[config.mk]
export PLATFORM = sky130hd
export DESIGN_NAME = seven_seg_capture_flat
export DESIGN_NICKNAME = d
export VERILOG_FILES = /design/src/rtl/seven_seg_capture_if.sv /design/src/rtl/seven_seg_capture.sv /design/src/flat_wrapper.sv
export SDC_FILE = /design/constraint.sdc
export NUM_CORES = 1
export LEC_CHECK = 0
export CELL_PAD_IN_SITES_DETAIL_PLACEMENT = 1
export CELL_PAD_IN_SITES_GLOBAL_PLACEMENT = 1
export CORE_MARGIN = 2
export CORE_UTILIZATION = 52
export DETAILED_ROUTE_END_ITERATION = 7
export DONT_BUFFER_PORTS = 1
export PLACE_DENSITY = 0.89
export SYNTH_ARGS = -nofsm -noshare
export SYNTH_HDL_FRONTEND = slang
export SYNTH_SLANG_ARGS = --single-unit
[constraint.sdc]
create_clock -name CLK -period 4.1 [get_ports CLK]
set_clock_uncertainty 0.1 [all_clocks]
set_input_delay 0.205 -clock CLK [delete_from_list [all_inputs] [get_ports CLK]]
set_output_delay 0.205 -clock CLK [all_outputs]
set_load 0.02 [all_outputs]
[src/rtl/seven_seg_capture_if.sv]
// Pin-side bundle for seven_seg_capture.
//   seg[6:0] : segment pins, seg[0]=a .. seg[6]=g (asynchronous to the capture clock)
//   ca       : digit select pin, 0 = digit 0, 1 = digit 1
//   digit0/1 : last legal nibble captured per digit
//   valid0/1 : digit currently shows a legal glyph
//   err      : one-cycle pulse on an accepted pattern that is neither hex glyph nor blank
//   frame    : one-cycle pulse when a legal digit-1 capture follows a legal digit-0 capture
// master = the side driving the pins and watching results; slave = the capture block.
interface seven_seg_capture_if;
  logic [6:0] seg;
  logic       ca;
  logic [3:0] digit0;
  logic [3:0] digit1;
  logic       valid0;
  logic       valid1;
  logic       err;
  logic       frame;

  modport master (
    output seg, ca,
    input  digit0, digit1, valid0, valid1, err, frame
  );

  modport slave (
    input  seg, ca,
    output digit0, digit1, valid0, valid1, err, frame
  );
endinterface

[src/rtl/seven_seg_capture.sv]
// Receive side of a two-digit multiplexed seven-segment bus. Synchronises {ca,seg},
// waits for each digit phase to settle, decodes the glyph back to a hex nibble and
// holds it per digit; pulses frame once both digits of a refresh cycle are captured.
// Ports:
//   CLK : system clock
//   RST : synchronous active-high reset
//   bus : seven_seg_capture_if.slave (seg/ca in; digit0/1, valid0/1, err, frame out)
module seven_seg_capture #(
  parameter int unsigned STABLE_CYCLES  = 4,
  parameter bit          SEG_ACTIVE_LOW = 1'b1
) (
  input logic            CLK,
  input logic            RST,
  seven_seg_capture_if.slave bus
);

  localparam int unsigned     CntW   = (STABLE_CYCLES > 1) ? $clog2(STABLE_CYCLES) : 1;
  localparam logic [CntW-1:0] CntMax = CntW'(STABLE_CYCLES - 1);

  localparam logic [0:0] StWait0 = 1'b0;
  localparam logic [0:0] StWait1 = 1'b1;

  // Returns {legal, nibble} for a pattern read as {g,f,e,d,c,b,a}.
  function automatic logic [4:0] decode(input logic [6:0] p);
    logic [4:0] r;
    r = 5'h00;
    case (p)
      7'h3F: r = 5'h10;
      7'h06: r = 5'h11;
      7'h5B: r = 5'h12;
      7'h4F: r = 5'h13;
      7'h66: r = 5'h14;
      7'h6D: r = 5'h15;
      7'h7D: r = 5'h16;
      7'h07: r = 5'h17;
      7'h7F: r = 5'h18;
      7'h6F: r = 5'h19;
      7'h77: r = 5'h1A;
      7'h7C: r = 5'h1B;
      7'h39: r = 5'h1C;
      7'h5E: r = 5'h1D;
      7'h79: r = 5'h1E;
      7'h71: r = 5'h1F;
      default: r = 5'h00;
    endcase
    return r;
  endfunction

  logic [7:0]      sync1_q, sync1_d, sync2_q, sync2_d, prev_q, prev_d;
  logic [CntW-1:0] cnt_q, cnt_d;
  logic            accepted_q, accepted_d;
  logic [3:0]      digit0_q, digit0_d, digit1_q, digit1_d;
  logic            valid0_q, valid0_d, valid1_q, valid1_d;
  logic            err_q, err_d, frame_q, frame_d;
  logic [0:0]      state_q, state_d;

  logic       match, accept, legal, blank, phase;
  logic [6:0] pat;
  logic [3:0] nib;

  always_comb begin
    sync1_d = {bus.ca, bus.seg};
    sync2_d = sync1_q;
    prev_d  = sync2_q;

    match = (sync2_q == prev_q);
    cnt_d = '0;
    if (match) begin
      cnt_d = (cnt_q == CntMax) ? cnt_q : cnt_q + 1'b1;
    end
    // One accept per stable period; the saturated count plus the flag suppress repeats.
    accept     = match && (cnt_d == CntMax) && !accepted_q;
    accepted_d = match && (accepted_q || accept);

    pat          = SEG_ACTIVE_LOW ? ~sync2_q[6:0] : sync2_q[6:0];
    {legal, nib} = decode(pat);
    blank        = (pat == 7'h00);
    phase        = sync2_q[7];

    digit0_d = digit0_q;
    digit1_d = digit1_q;
    valid0_d = valid0_q;
    valid1_d = valid1_q;
    err_d    = 1'b0;
    frame_d  = 1'b0;
    state_d  = state_q;

    if (accept) begin
      if (legal) begin
        if (phase) begin
          digit1_d = nib;
          valid1_d = 1'b1;
        end else begin
          digit0_d = nib;
          valid0_d = 1'b1;
        end
      end else begin
        if (phase) valid1_d = 1'b0;
        else       valid0_d = 1'b0;
        err_d = !blank;
      end

      if (state_q == StWait0) begin
        if (legal && !phase) state_d = StWait1;
      end else begin
        if (legal && phase) begin
          frame_d = 1'b1;
          state_d = StWait0;
        end else if (!legal) begin
          state_d = StWait0;
        end
      end
    end
  end

  always_ff @(posedge CLK) begin
    if (RST) begin
      sync1_q    <= '0;
      sync2_q    <= '0;
      prev_q     <= '0;
      cnt_q      <= '0;
      // Set so the reset contents of the synchroniser are never accepted.
      accepted_q <= 1'b1;
      digit0_q   <= '0;
      digit1_q   <= '0;
      valid0_q   <= 1'b0;
      valid1_q   <= 1'b0;
      err_q      <= 1'b0;
      frame_q    <= 1'b0;
      state_q    <= StWait0;
    end else begin
      sync1_q    <= sync1_d;
      sync2_q    <= sync2_d;
      prev_q     <= prev_d;
      cnt_q      <= cnt_d;
      accepted_q <= accepted_d;
      digit0_q   <= digit0_d;
      digit1_q   <= digit1_d;
      valid0_q   <= valid0_d;
      valid1_q   <= valid1_d;
      err_q      <= err_d;
      frame_q    <= frame_d;
      state_q    <= state_d;
    end
  end

  assign bus.digit0 = digit0_q;
  assign bus.digit1 = digit1_q;
  assign bus.valid0 = valid0_q;
  assign bus.valid1 = valid1_q;
  assign bus.err    = err_q;
  assign bus.frame  = frame_q;

endmodule
[src/flat_wrapper.sv]
// flat-port wrapper written by rule: the top's interface ports become plain ports
module seven_seg_capture_flat 
#(
  parameter int unsigned STABLE_CYCLES  = 4,
  parameter bit          SEG_ACTIVE_LOW = 1'b1
)
  (CLK, RST, bus_seg, bus_ca, bus_digit0, bus_digit1, bus_valid0, bus_valid1, bus_err, bus_frame);
  seven_seg_capture_if bus_i ();
  input logic CLK;
  input logic RST;
  input wire logic [$bits(bus_i.seg)-1:0] bus_seg;
  input wire logic [$bits(bus_i.ca)-1:0] bus_ca;
  output wire logic [$bits(bus_i.digit0)-1:0] bus_digit0;
  output wire logic [$bits(bus_i.digit1)-1:0] bus_digit1;
  output wire logic [$bits(bus_i.valid0)-1:0] bus_valid0;
  output wire logic [$bits(bus_i.valid1)-1:0] bus_valid1;
  output wire logic [$bits(bus_i.err)-1:0] bus_err;
  output wire logic [$bits(bus_i.frame)-1:0] bus_frame;
  assign bus_i.seg = bus_seg;
  assign bus_i.ca = bus_ca;
  assign bus_digit0 = bus_i.digit0;
  assign bus_digit1 = bus_i.digit1;
  assign bus_valid0 = bus_i.valid0;
  assign bus_valid1 = bus_i.valid1;
  assign bus_err = bus_i.err;
  assign bus_frame = bus_i.frame;
  seven_seg_capture #(.STABLE_CYCLES(STABLE_CYCLES), .SEG_ACTIVE_LOW(SEG_ACTIVE_LOW)) u_core (.CLK(CLK), .RST(RST), .bus(bus_i));
endmodule
### After elaboration in Yosys (flattened, before gate mapping)

Index checks and enable logic that the tools add are counted.

* add/subtract/negate cells: 1
* reductions and logical operators: 16
* bitwise operators: 4
* equal/unequal tests: 19
* muxes and demuxes: 14

Operators by type and width (count)
* $eq 7x7->1 const B: 12
* $pmux 5 s16: 1
* $eq 7x3->1 const B: 2
* $eq 7x6->1 const B: 2
* $mux 1: 11
* $eq 8x8->1: 1
* $logic_not 7->1: 1
* $not 7->7: 1
* $reduce_and 3->1: 2
* $reduce_or 3->1: 2
* $logic_and 1x1->1: 5
* $eq 2x2->1 const B: 2
* $mux 2: 2
* $reduce_and 2->1: 2
* $logic_not 1->1: 3
* $not 1->1: 3
* $add 2x1->2 const B: 1
* $logic_or 1x1->1: 1

* bits of input ports: 10
* word-level logic and storage cells: 66
* output and inout port bits: 12
* bits in registers: 40

### Depth between registers and ports, before layout

Gate-level depths: netlist (run 1).

* word-level depth: 8
* gate-level depth with buffers: 7
* gate-level depth less buffers: 5

### Worst setup path before layout (run 1)

OpenSTA, ideal clock, no wires.

* kind: flip-flop to flip-flop
* start: register u_core.sync2_q[1], in the netlist u_core.prev_d[1]
* end: register u_core.digit0_q[3], in the netlist u_core.bus.digit0[3]
* data required time: 3.883 ns
* slack: 2.333 ns
* library setup time: 0.117 ns
* data arrival time: 1.550 ns
* buffers on the path: 1
* cell stages (with the launch flop): 7
* cells stage by stage: dfxtp_1 > buf_6 > xor2_1 > nor4_4 > and4b_4 > o21ai_4 > a32o_1

* longest elaborated chain between the ends: 6

RTL lines
* from (decl): line seven_seg_capture.sv:49 `logic [7:0] sync1_q, sync1_d, sync2_q, sync2_d, prev_q, prev_d;`
* from (signal assigned): line seven_seg_capture.sv:133 `sync2_q <= sync2_d;`
* $eq 8x8->1: line seven_seg_capture.sv:66 `match = (sync2_q == prev_q);`
* $mux 2: line seven_seg_capture.sv:68 `if (match) begin`
* $eq 2x2->1: line seven_seg_capture.sv:72 `accept = match && (cnt_d == CntMax) && !accepted_q;`
* $logic_and 1x1->1 (2 in a row): line seven_seg_capture.sv:72
* $reduce_and 3->1 (no source line)
* to (signal assigned): line seven_seg_capture.sv:137 `digit0_q <= digit0_d;`
* to (decl): line seven_seg_capture.sv:52 `logic [3:0] digit0_q, digit0_d, digit1_q, digit1_d;`

Parallel ways exist; a longest one is shown, timed or not.
A chain may end at the register's enable or synchronous reset.

### Final worst setup path (run 1)

* start: register u_core.sync2_q[2], in the netlist u_core.prev_d[2]
* end: register u_core.digit1_q[3], in the netlist u_core.bus.digit1[3]

* longest elaborated chain between the ends: 6

RTL lines
* $eq 8x8->1: line seven_seg_capture.sv:66
* $mux 2: line seven_seg_capture.sv:68
* $eq 2x2->1: line seven_seg_capture.sv:72
* $logic_and 1x1->1 (2 in a row): line seven_seg_capture.sv:72
* $reduce_and 3->1 (no source line)
* to (signal assigned): line seven_seg_capture.sv:138 `digit1_q <= digit1_d;`
* to (decl): line seven_seg_capture.sv:52

Parallel ways exist; a longest one is shown, timed or not.

==> results of run 1 <==
[state kept, by name (all words and copies together) (netlist names), 2 cells and up]
name and cells:
u_core.bus.digit1 4, u_core.cnt_q 2, u_core.prev_q 8, u_core.prev_d 8, u_core.bus.digit0 4, u_core.sync1_q 8
[repair_timing]
action | 4_1_cts | 5_1_grt
endpoints found under the hold margin | 28 | 0
hold buffers | 9 | 0
resized for setup | 0 | 0
[routing by layer]
| metal | share of wire (%) | vias to the layer above |
|---|---|---|
| li1 | - | 610 |
| met1 | 42 | 616 |
| met2 | 51 | 28 |
| met3 | 3.6 | 12 |
| met4 | 3.0 | 0 |
| met5 | 0 | - |
[cells by family after synthesis]
| kind of cell | share of synthesized area, % |
|---|---|
| buffers and inverters | 5.322 |
| multiplexers | 2.801 |
| XOR/XNOR | 4.902 |
| flip-flops | 44.82 |
| AO/OA/AOI/OAI | 14.64 |
| AND/OR/NAND/NOR | 27.52 |
[per-stage QoR]
stage | util, % | cell area [um^2] | std cells | total power [uW] | setup WS, ns
2_1_floorplan | - | 1787 | 171 | 472.1 | 2.333
6_report | 58.09 | 1923 | 221 | 744.4 | 1.550
5_1_grt | 58.09 | 1923 | 221 | 774.3 | 1.428
4_1_cts | 58.09 | 1923 | 221 | 736.5 | 1.715
3_3_place_gp | 53.06 | 1757 | 204 | 472.6 | 1.964
3_5_place_dp | 53.06 | 1757 | 204 | 476.1 | 1.784
[synthesized netlist by cell type, drive strengths merged]
library cell / n
inv: 2
nor4: 4
a21oi: 7
a211oi: 1
a32oi: 1
nor3b: 3
o41ai: 1
nor2b: 26
nor3: 1
and4b: 2
a2111oi: 1
o21ai: 7
and4bb: 1
o311a: 1
xor2: 10
nand4: 2
nand2: 10
mux2i: 5
nor4bb: 3
buf: 9
nor4b: 3
nor2: 8
o21bai: 1
and2b: 1
a22oi: 2
nand2b: 2
clkbuf: 4
a31o: 2
o2111ai: 1
or4: 1
nand3: 3
a311oi: 1
or3: 1
nand3b: 2
dfxtp: 40
a32o: 2
[power by group through the flow]
stage                     sequential [uW]  combinational (uW)  clock (uW)
after floorplan                       414                58.0           0
after global placement                424                49.0           0
after detailed placement              425                51.5           0
after CTS                             416                62.3         258
after global routing                  419                70.4         285
final                                 417                65.0         262
[area by class of cell]
cell class              count  area, um^2  area share (%)
inverters                   2       7.507          0.3904
well taps                  46       57.56           2.993
repair buffers              9       90.09           4.684
clock buffers               6       41.29           2.147
multi-input cells         116       890.9           46.32
clock inverters             2       35.03           1.822
flip-flops and latches     40       800.8           41.64
[cells in the final DEF, fill, tap and decap left out, drive strengths merged, types with 3 or more instances in the layout]
cell type	count
nor4	4
xor2	10
nor4bb	3
mux2i	5
nand2	10
nor2b	26
nand3	3
dlygate4sd3	9
a21oi	7
nor4b	3
nor3b	3
dfxtp	40
o21ai	7
clkbuf	6
nor2	8
[final timing paths]
check                    endpoint
min          u_core.bus.digit0[2]
max          u_core.bus.digit1[3]
max reg2reg  u_core.bus.digit1[3]
min reg2reg       u_core.cnt_q[0]
==> flow_metrics.env, run 1 <==
export IMPL_cts_buffer_depth=2
export IMPL_cap_violations=0
export IMPL_hp_class="in2reg"
export IMPL_clkPwrFrac_pct=35.2
export IMPL_cpLargestDelayFamily="flip-flops"
export IMPL_worst_path_stages=5
export IMPL_fin_tns_setup_ns=0
export IMPL_synth_avg_cell_area_um2=10.45
export IMPL_drt_iter0_markers=39
export IMPL_final_nets=184
export IMPL_place_gp_congestion=0.7797
export IMPL_num_vias=1266
export IMPL_layout_min_cycle_time_ns=2.550
export IMPL_synth_top_cell_area_share_pct=44.82
export IMPL_critPathBufInv=0
export IMPL_syn_area_mm2=0.001787
export IMPL_start_util_pct=53.97
export IMPL_rr_worst_depth=5
export IMPL_p_leak_uw=0.0007299
export IMPL_r2r_start="u_core.prev_d[2]"
export IMPL_final_hold_viol_count=0
export IMPL_cellPowerDensity_mw_per_mm2=387.1
export IMPL_criticalPathCategory="reg2reg"
export IMPL_combinationalPowerShare_pct=8.7
export IMPL_slowest_stage="dfxtp_1"
export IMPL_min_period_over_period_pct=62.20
export IMPL_io_buffers=0
export IMPL_internal_power_uw=557.4
export IMPL_drc_errors=0
export IMPL_synth_area_leaders="dfxtp_1, nor2b_1, xor2_1"
export IMPL_synthCells=171
export IMPL_clk_insertion_delay_late_ns=0.36
export IMPL_syn2layout_area_growth_pct=7.633
export IMPL_root_buffer="clkbuf_4"
export IMPL_viasPerCell=5.729
export IMPL_cts_clk_slew_worst_paths_ns=0.12
export IMPL_rows=21
export IMPL_grt_met3_usage_pct=5.586
export IMPL_synthDistinctLibCells=46
export IMPL_yosysTopAreaCell="dfxtp_1"
export IMPL_cts_num_sinks=40
export IMPL_dr_pass1_iters=4
export IMPL_cp_arrival_ns=2.71
export IMPL_drive_above_1_share_pct=11.43
export IMPL_wl_per_cell_um=19.98
export IMPL_cts_tree="done"
export IMPL_die_area_mm2=0.003921
export IMPL_tightest_slew_ns=1.033
export IMPL_die_width_um=62.62
export IMPL_fp_dieH_um=62.62
export IMPL_ys_warnings_count=0
export IMPL_report_final_slew_viol_count=0
export IMPL_finalSetupViolCount=0
export IMPL_worst_path_largest_cell_delay_ns=0.81
export IMPL_fmax_mhz=392.1
export IMPL_antenna_found_initial=0
export IMPL_crit_chain="xor2_1, nor4_2, nand4_1, o21bai_4, a31o_1"
export IMPL_crit_required_ns=4.26
export IMPL_rsz0062_at_grt="false"
export IMPL_grt_start_max_net_pins=29
export IMPL_cp_max_fo=16
export IMPL_grtUsageTotal_pct=24.84
export IMPL_grt_pass1_vias=1402
export IMPL_use_met2_pct=44.09
export IMPL_top_usage_layer="met2"
export IMPL_outcome="complete, no violations"
export IMPL_peakVddDrop_mv=0.2656
export IMPL_fin_hold_ws_ns=0.02311
export IMPL_detail_route_antenna_nets=0
export IMPL_crit_start="u_core.prev_d[2]"
export IMPL_seqPwrFrac_pct=56.0
export IMPL_grt_overflow=0
export IMPL_hold_depth=2
export IMPL_r2r_setup_slack_ns=1.55
export IMPL_n_antenna_cell=0
export IMPL_syn_num_nets=181
export IMPL_io_pins=22
export IMPL_hpwl_mm=2.529
export IMPL_ys_seq_area_share_pct=44.82
export IMPL_n_fill_cell=363
export IMPL_drt_total_wl_mm=4.415
export IMPL_cp_end_kind="flop"
export IMPL_p_sw_share_pct=25.12
export IMPL_maxSlewHeadroom_pct=30.90
export IMPL_synth_seq_cells=40
export IMPL_p_switching_uw=187.0
export IMPL_coreArea_mm2=0.003311
export IMPL_htree_levels=2
export IMPL_worstHoldStart="RST"
export IMPL_met1_usage_pct=27.66
export IMPL_post_cts_buffers=0
export IMPL_cts_buffers=5
export IMPL_grt_first_pass_wirelength_mm=7.300
export IMPL_critPathLaunchType="flop"
Note: power is estimated with default switching activity, not from simulation.
==> run 2, diff against run 1 <==
- ABC_AREA: unset -> 1
- CORE_UTILIZATION: 52 -> 45
- PLACE_DENSITY: 0.89 -> 0.84
- clock period: 4.1 -> 2.41 ns (I/O delays scaled with it)
==> flow_metrics.env, run 2 <==
export IMPL_syn_area_mm2=0.001769
export IMPL_synth_edf_count=0
export IMPL_grtUsageTotal_pct=20.95
export IMPL_fin_ws_ns=0.1375
export IMPL_finalSetupViolCount=0
export IMPL_final_hold_viol_count=0
export IMPL_syn2layout_area_growth_pct=14.64
export IMPL_synth_seq_cells=40
export IMPL_io_buffers=0
export IMPL_async_flop_share_pct=0
export IMPL_ctsResizeCount=0
export IMPL_cts_buffers=5
export IMPL_grt_first_pass_wirelength_mm=6.879
export IMPL_final_cell_mix="nand2_1, nor2_1, dfxtp_1"
export IMPL_min_period_over_period_pct=94.29
export IMPL_synth_avg_cell_area_um2=7.372
export IMPL_postLayoutCellArea_mm2=0.002028
export IMPL_synthDistinctLibCells=22
export IMPL_place_gp_congestion=0.8029
export IMPL_cp_max_fo=7
export IMPL_hpwl_mm=2.863
export IMPL_hold_depth=2
export IMPL_yosysMostFrequentCell="nand2_1"
export IMPL_post_cts_buffers=0
export IMPL_r2r_setup_slack_ns=0.14
export IMPL_p_leak_uw=0.0009317
export IMPL_syn_num_nets=250
export IMPL_ys_flop_type="dfxtp_1"
export IMPL_rr_worst_depth=9
export IMPL_final_common_cell="nand2_1"
export IMPL_dr_pass1_iters=4
export IMPL_viasPerCell=4.770
export IMPL_start_util_pct=47.61
export IMPL_drt_iter0_markers=39
export IMPL_grt_overflow=0
export IMPL_yosys_top_cells_count="nand2_1, nor2_1, dfxtp_1"
export IMPL_ys_warnings_count=0
export IMPL_cp_arrival_ns=2.36
export IMPL_peakVddDrop_mv=0.4882
export IMPL_fmax_mhz=440.0
export IMPL_hold_buffers=11
export IMPL_root_buffer="clkbuf_8"
export IMPL_synth_top_cell_area_share_pct=45.26
export IMPL_hp_class="reg2reg"
export IMPL_cts_clk_slew_worst_paths_ns=0.08
export IMPL_layout_min_cycle_time_ns=2.272
export IMPL_num_vias=1450
export IMPL_worstHoldStart="u_core.sync1_q[5]"
export IMPL_cts_buffer_depth=2
export IMPL_place_area_mm2=0.001810
export IMPL_report_final_slew_viol_count=0
export IMPL_fin_tns_setup_ns=0
export IMPL_final_nets=265
export IMPL_tightest_slew_ns=0.3660
export IMPL_rows=22
export IMPL_n_fill_cell=465
export IMPL_hold_path_end="u_core.prev_d[5]"
export IMPL_clk_insertion_delay_late_ns=0.29
export IMPL_yosysTopAreaCell="dfxtp_1"
export IMPL_crit_required_ns=2.50
export IMPL_wl_per_cell_um=13.43
export IMPL_grt_pass1_vias=1540
export IMPL_n_antenna_cell=0
export IMPL_io_pins=22
export IMPL_dp_slack_ns=0.6761
export IMPL_rsz0062_at_grt="false"
export IMPL_cp_end_kind="flop"
export IMPL_cap_violations=0
export IMPL_cellPowerDensity_mw_per_mm2=643.0
export IMPL_htree_levels=2
export IMPL_synthCells=240
export IMPL_die_width_um=66.70
export IMPL_r2r_end="u_core.bus.digit0[2]"
export IMPL_ys_seq_area_share_pct=45.26
export IMPL_r2r_start="u_core.prev_d[6]"
export IMPL_synth_area_leaders="dfxtp_1, nand2_1, nor2_1"
export IMPL_die_area_mm2=0.004449
export IMPL_outcome="complete, no violations"
export IMPL_maxSlewHeadroom_pct=75.41
export IMPL_cts_tree="done"
export IMPL_fp_dieH_um=66.70
export IMPL_critPathLaunchType="flop"
export IMPL_grt_start_max_net_pins=33
export IMPL_antenna_found_initial=0
export IMPL_drc_errors=0
export IMPL_cts_num_sinks=40
export IMPL_drt_total_wl_mm=4.083
export IMPL_detail_route_antenna_nets=0
export IMPL_drive_above_1_share_pct=17.19
export IMPL_criticalPathCategory="reg2reg"
export IMPL_coreArea_mm2=0.003716
## run 2: cell type report
class | count | area, um^2 | area share [%]
Clock inverter | 2 | 15.01 | 0.7403
Tap cell | 48 | 60.06 | 2.961
Clock buffer | 6 | 82.58 | 4.072
Inverter | 38 | 142.6 | 7.033
Multi-Input combinational cell | 159 | 807.0 | 39.79
Timing Repair Buffer | 11 | 120.1 | 5.922
Sequential cell | 40 | 800.8 | 39.48
## run 2: cells by family after synthesis
| group | Yosys count | synth area share, % |
|---|---|---|
| compound gates | 14 | 4.808 |
| flops | 40 | 45.26 |
| buf+inv | 41 | 9.123 |
| xor+xnor | 6 | 2.970 |
| simple gates | 139 | 37.84 |
## run 2: where the power goes
| group | internal (uW) | total, uW | leakage (uW) | switching [uW] |
|---|---|---|---|---|
| clock | 232 | 474 | 0.0000434 | 243 |
| combinational | 49.9 | 135 | 0.000561 | 85.0 |
| sequential | 680 | 695 | 0.000327 | 15.0 |
| total | 962 | 1300 | 0.000932 | 343 |
## run 2: per-layer routing
layer	vias up	wire length, um	global-route usage [%]
li1	744	-	-
met3	6	157	5.912
met4	0	49	6.888
met1	674	1816	24.08
met2	26	2060	37.13
met5	-	0	0
## run 2: per-stage QoR
step / cells / hold slack (ns) / total power (uW) / utilization [%]
5_1_grt: 304 / 0.3305 / 1356 / 54.58
4_1_cts: 304 / 0.3110 / 1309 / 54.58
6_report: 304 / 0.3098 / 1304 / 54.58
3_3_place_gp: 285 / 0.08654 / 815.2 / 48.72
2_1_floorplan: 240 / 0.1046 / 804.0 / -
3_5_place_dp: 285 / 0.08693 / 819.9 / 48.72
## run 2: worst max-delay path by stage
stage	from	to	slack [ns]	depth (start not counted)
CTS	u_core.prev_d[6]	u_core.bus.digit0[2]	0.11	9
global placement	u_core.prev_d[6]	u_core.bus.digit0[0]	0.68	8
floorplan	u_core.prev_d[2]	u_core.bus.digit0[0]	0.94	8
finish	u_core.prev_d[6]	u_core.bus.digit0[2]	0.14	9
global route	u_core.prev_d[6]	u_core.bus.digit0[2]	0.04	9
detailed placement	u_core.prev_d[6]	u_core.bus.digit0[0]	0.68	9
## run 2: worst max-delay path, cell delays in order (launching register included)
cell and delay (ns):
dfxtp_1 0.51, xnor2_1 0.18, nand2_1 0.11, nor2_4 0.16, nand3_4 0.16, nor2_4 0.19, nand2_4 0.10, nand2_2 0.07
a21oi_2 0.05, dlygate4sd3_1 0.54
==> run 3, diff against run 2 <==
==> constraint.sdc (replaced) <==
create_clock -name CLK -period 2.41 [get_ports CLK]
set_clock_uncertainty 0.1 [all_clocks]
set_input_delay 0.723 -clock CLK [delete_from_list [all_inputs] [get_ports CLK]]
set_output_delay 0.723 -clock CLK [all_outputs]
set_load 0.02 [all_outputs]
==> flow_metrics.env, run 3 (synthesis results as in run 2) <==
export IMPL_outcome="complete, no violations"
export IMPL_hp_class="reg2reg"
export IMPL_worst_path_stages=9
export IMPL_drive_above_1_share_pct=17.55
export IMPL_maxSlewHeadroom_pct=75.91
export IMPL_post_cts_buffers=0
export IMPL_p_sw_share_pct=25.48
export IMPL_crit_required_ns=2.54
export IMPL_ctsResizeCount=0
export IMPL_clkPwrFrac_pct=36.9
export IMPL_viasPerCell=4.809
export IMPL_fmax_mhz=565.1
export IMPL_final_cell_mix="nand2_1, nor2_1, dfxtp_1"
export IMPL_cts_num_sinks=40
export IMPL_cts_tree="done"
export IMPL_r2r_setup_slack_ns=0.64
export IMPL_rows=22
export IMPL_multi_input_area_um2=807.0
export IMPL_crit_chain="xnor2_1, nand2_1, nor2_4, nand3_4, nor2_4, nand2_4, nand2_1, nand2_1, nor2_1"
export IMPL_cts_buffer_depth=2
export IMPL_report_final_slew_viol_count=0
export IMPL_htree_levels=2
export IMPL_io_pins=22
export IMPL_seqCellArea_um2=800.8
export IMPL_finalSetupViolCount=0
export IMPL_tightest_slew_ns=0.3587
export IMPL_seqPwrFrac_pct=54.6
export IMPL_dp_cells=285
export IMPL_finalNonFillerCells=293
export IMPL_hpwl_mm=2.863
export IMPL_min_period_over_period_pct=73.43
export IMPL_critPathLaunchType="flop"
export IMPL_hold_path_end="u_core.prev_d[5]"
export IMPL_final_hold_viol_count=0
export IMPL_hold_depth=2
export IMPL_layout_min_cycle_time_ns=1.770
export IMPL_grtUsageTotal_pct=19.20
export IMPL_n_antenna_cell=0
export IMPL_cts_buffers=5
export IMPL_num_vias=1409
export IMPL_critPathBufInv=0
export IMPL_dp_slack_ns=0.6761
export IMPL_worstHoldStart="u_core.sync1_q[5]"
export IMPL_grt_overflow=0
export IMPL_cellPowerDensity_mw_per_mm2=667.4
export IMPL_drc_errors=0
export IMPL_drt_total_wl_mm=3.719
export IMPL_p_switching_uw=324.5
export IMPL_internal_power_uw=948.9
export IMPL_io_buffers=0
export IMPL_r2r_end="u_core.bus.digit0[0]"
export IMPL_hold_buffers=0
export IMPL_criticalPathCategory="reg2reg"
export IMPL_start_util_pct=47.61
export IMPL_rsz0062_at_grt="false"
export IMPL_drt_iter0_markers=39
export IMPL_grt_start_max_net_pins=33
export IMPL_cp_end_kind="flop"
export IMPL_fp_dieH_um=66.70
export IMPL_cp_max_fo=7
export IMPL_grt_first_pass_wirelength_mm=6.341
export IMPL_p_leak_uw=0.0008777
export IMPL_detail_route_antenna_nets=0
export IMPL_peakVddDrop_mv=0.4813
export IMPL_power_total_uw=1273
export IMPL_cp_arrival_ns=1.90
export IMPL_cpMostUsedCell="nand2_1"
export IMPL_rr_worst_depth=9
export IMPL_cap_violations=0
export IMPL_fin_tns_setup_ns=0
export IMPL_fin_ws_ns=0.6404
export IMPL_cpLargestDelayFamily="simple AND/OR/NAND/NOR gates"
export IMPL_dr_pass1_iters=4
export IMPL_final_common_cell="nand2_1"
export IMPL_antenna_found_initial=0
export IMPL_coreArea_mm2=0.003716
export IMPL_cts_clk_slew_worst_paths_ns=0.08
export IMPL_combinationalPowerShare_pct=8.6
export IMPL_syn2layout_area_growth_pct=7.850
export IMPL_final_nets=254
export IMPL_root_buffer="clkbuf_8"
export IMPL_die_area_mm2=0.004449
export IMPL_worst_path_largest_cell_delay_ns=0.50
export IMPL_n_fill_cell=481
export IMPL_clk_insertion_delay_late_ns=0.29
export IMPL_grt_pass1_vias=1394
export IMPL_place_gp_congestion=0.8029
export IMPL_r2r_start="u_core.prev_d[6]"
export IMPL_die_width_um=66.70
export IMPL_slowest_stage="dfxtp_1"
export IMPL_wl_per_cell_um=12.69
run 3: cell types whose count changed in the layout (fill, tap and decap cells not counted), sizes merged:
cell         change
dlygate4sd3     -10
buf              -1
run 3: final cells by class:
class                           instances  share of cell area, %
Sequential cell                        40                  41.97
Inverter                               38                  7.475
Tap cell                               48                  3.148
Clock buffer                            6                  4.328
Clock inverter                          2                 0.7869
Multi-Input combinational cell        159                  42.30
run 3: per-stage QoR:
step	utilization (%)	cell area [um^2]	hold slack (ns)
2_1_floorplan	-	1769	0.2883
5_1_grt	51.35	1908	0.3307
6_report	51.35	1908	0.3090
3_5_place_dp	48.72	1810	0.3002
3_3_place_gp	48.72	1810	0.2892
4_1_cts	51.35	1908	0.3110
run 3: power groups by stage:
| stage | clock, uW | sequential (uW) | combinational [uW] |
|---|---|---|---|
| after floorplan | 0 | 707 | 97.3 |
| final | 470 | 695 | 109 |
| after global placement | 0 | 709 | 106 |
| after global routing | 507 | 697 | 125 |
| after CTS | 481 | 695 | 110 |
| after detailed placement | 0 | 710 | 109 |
run 3: worst max-delay path by stage:
stage	start	to	slack [ns]
final	u_core.prev_d[6]	u_core.bus.digit0[0]	0.64
after global routing	u_core.prev_d[6]	u_core.bus.digit0[0]	0.50
after CTS	u_core.prev_d[6]	u_core.bus.digit0[0]	0.62
after detailed placement	u_core.prev_d[6]	u_core.bus.digit0[0]	0.68
after global placement	u_core.prev_d[6]	u_core.bus.digit0[0]	0.68
after floorplan	u_core.prev_d[2]	u_core.bus.digit0[0]	0.94
run 3: worst reg2reg max path, stage by stage (launching register included):
cell,delay [ns]
dfxtp_1,0.50
xnor2_1,0.19
nand2_1,0.12
nor2_4,0.16
nand3_4,0.16
nor2_4,0.19
nand2_4,0.10
nand2_1,0.07
nand2_1,0.05
nor2_1,0.09
run 3: routing by layer:
metal  routed length (um)  share of wire, %  track usage, %
met1                 1733                47           23.87
met2                 1767                48           30.38
met3                  135               3.6           6.081
met4                   82               2.2           8.418
met5                    0                 0               0
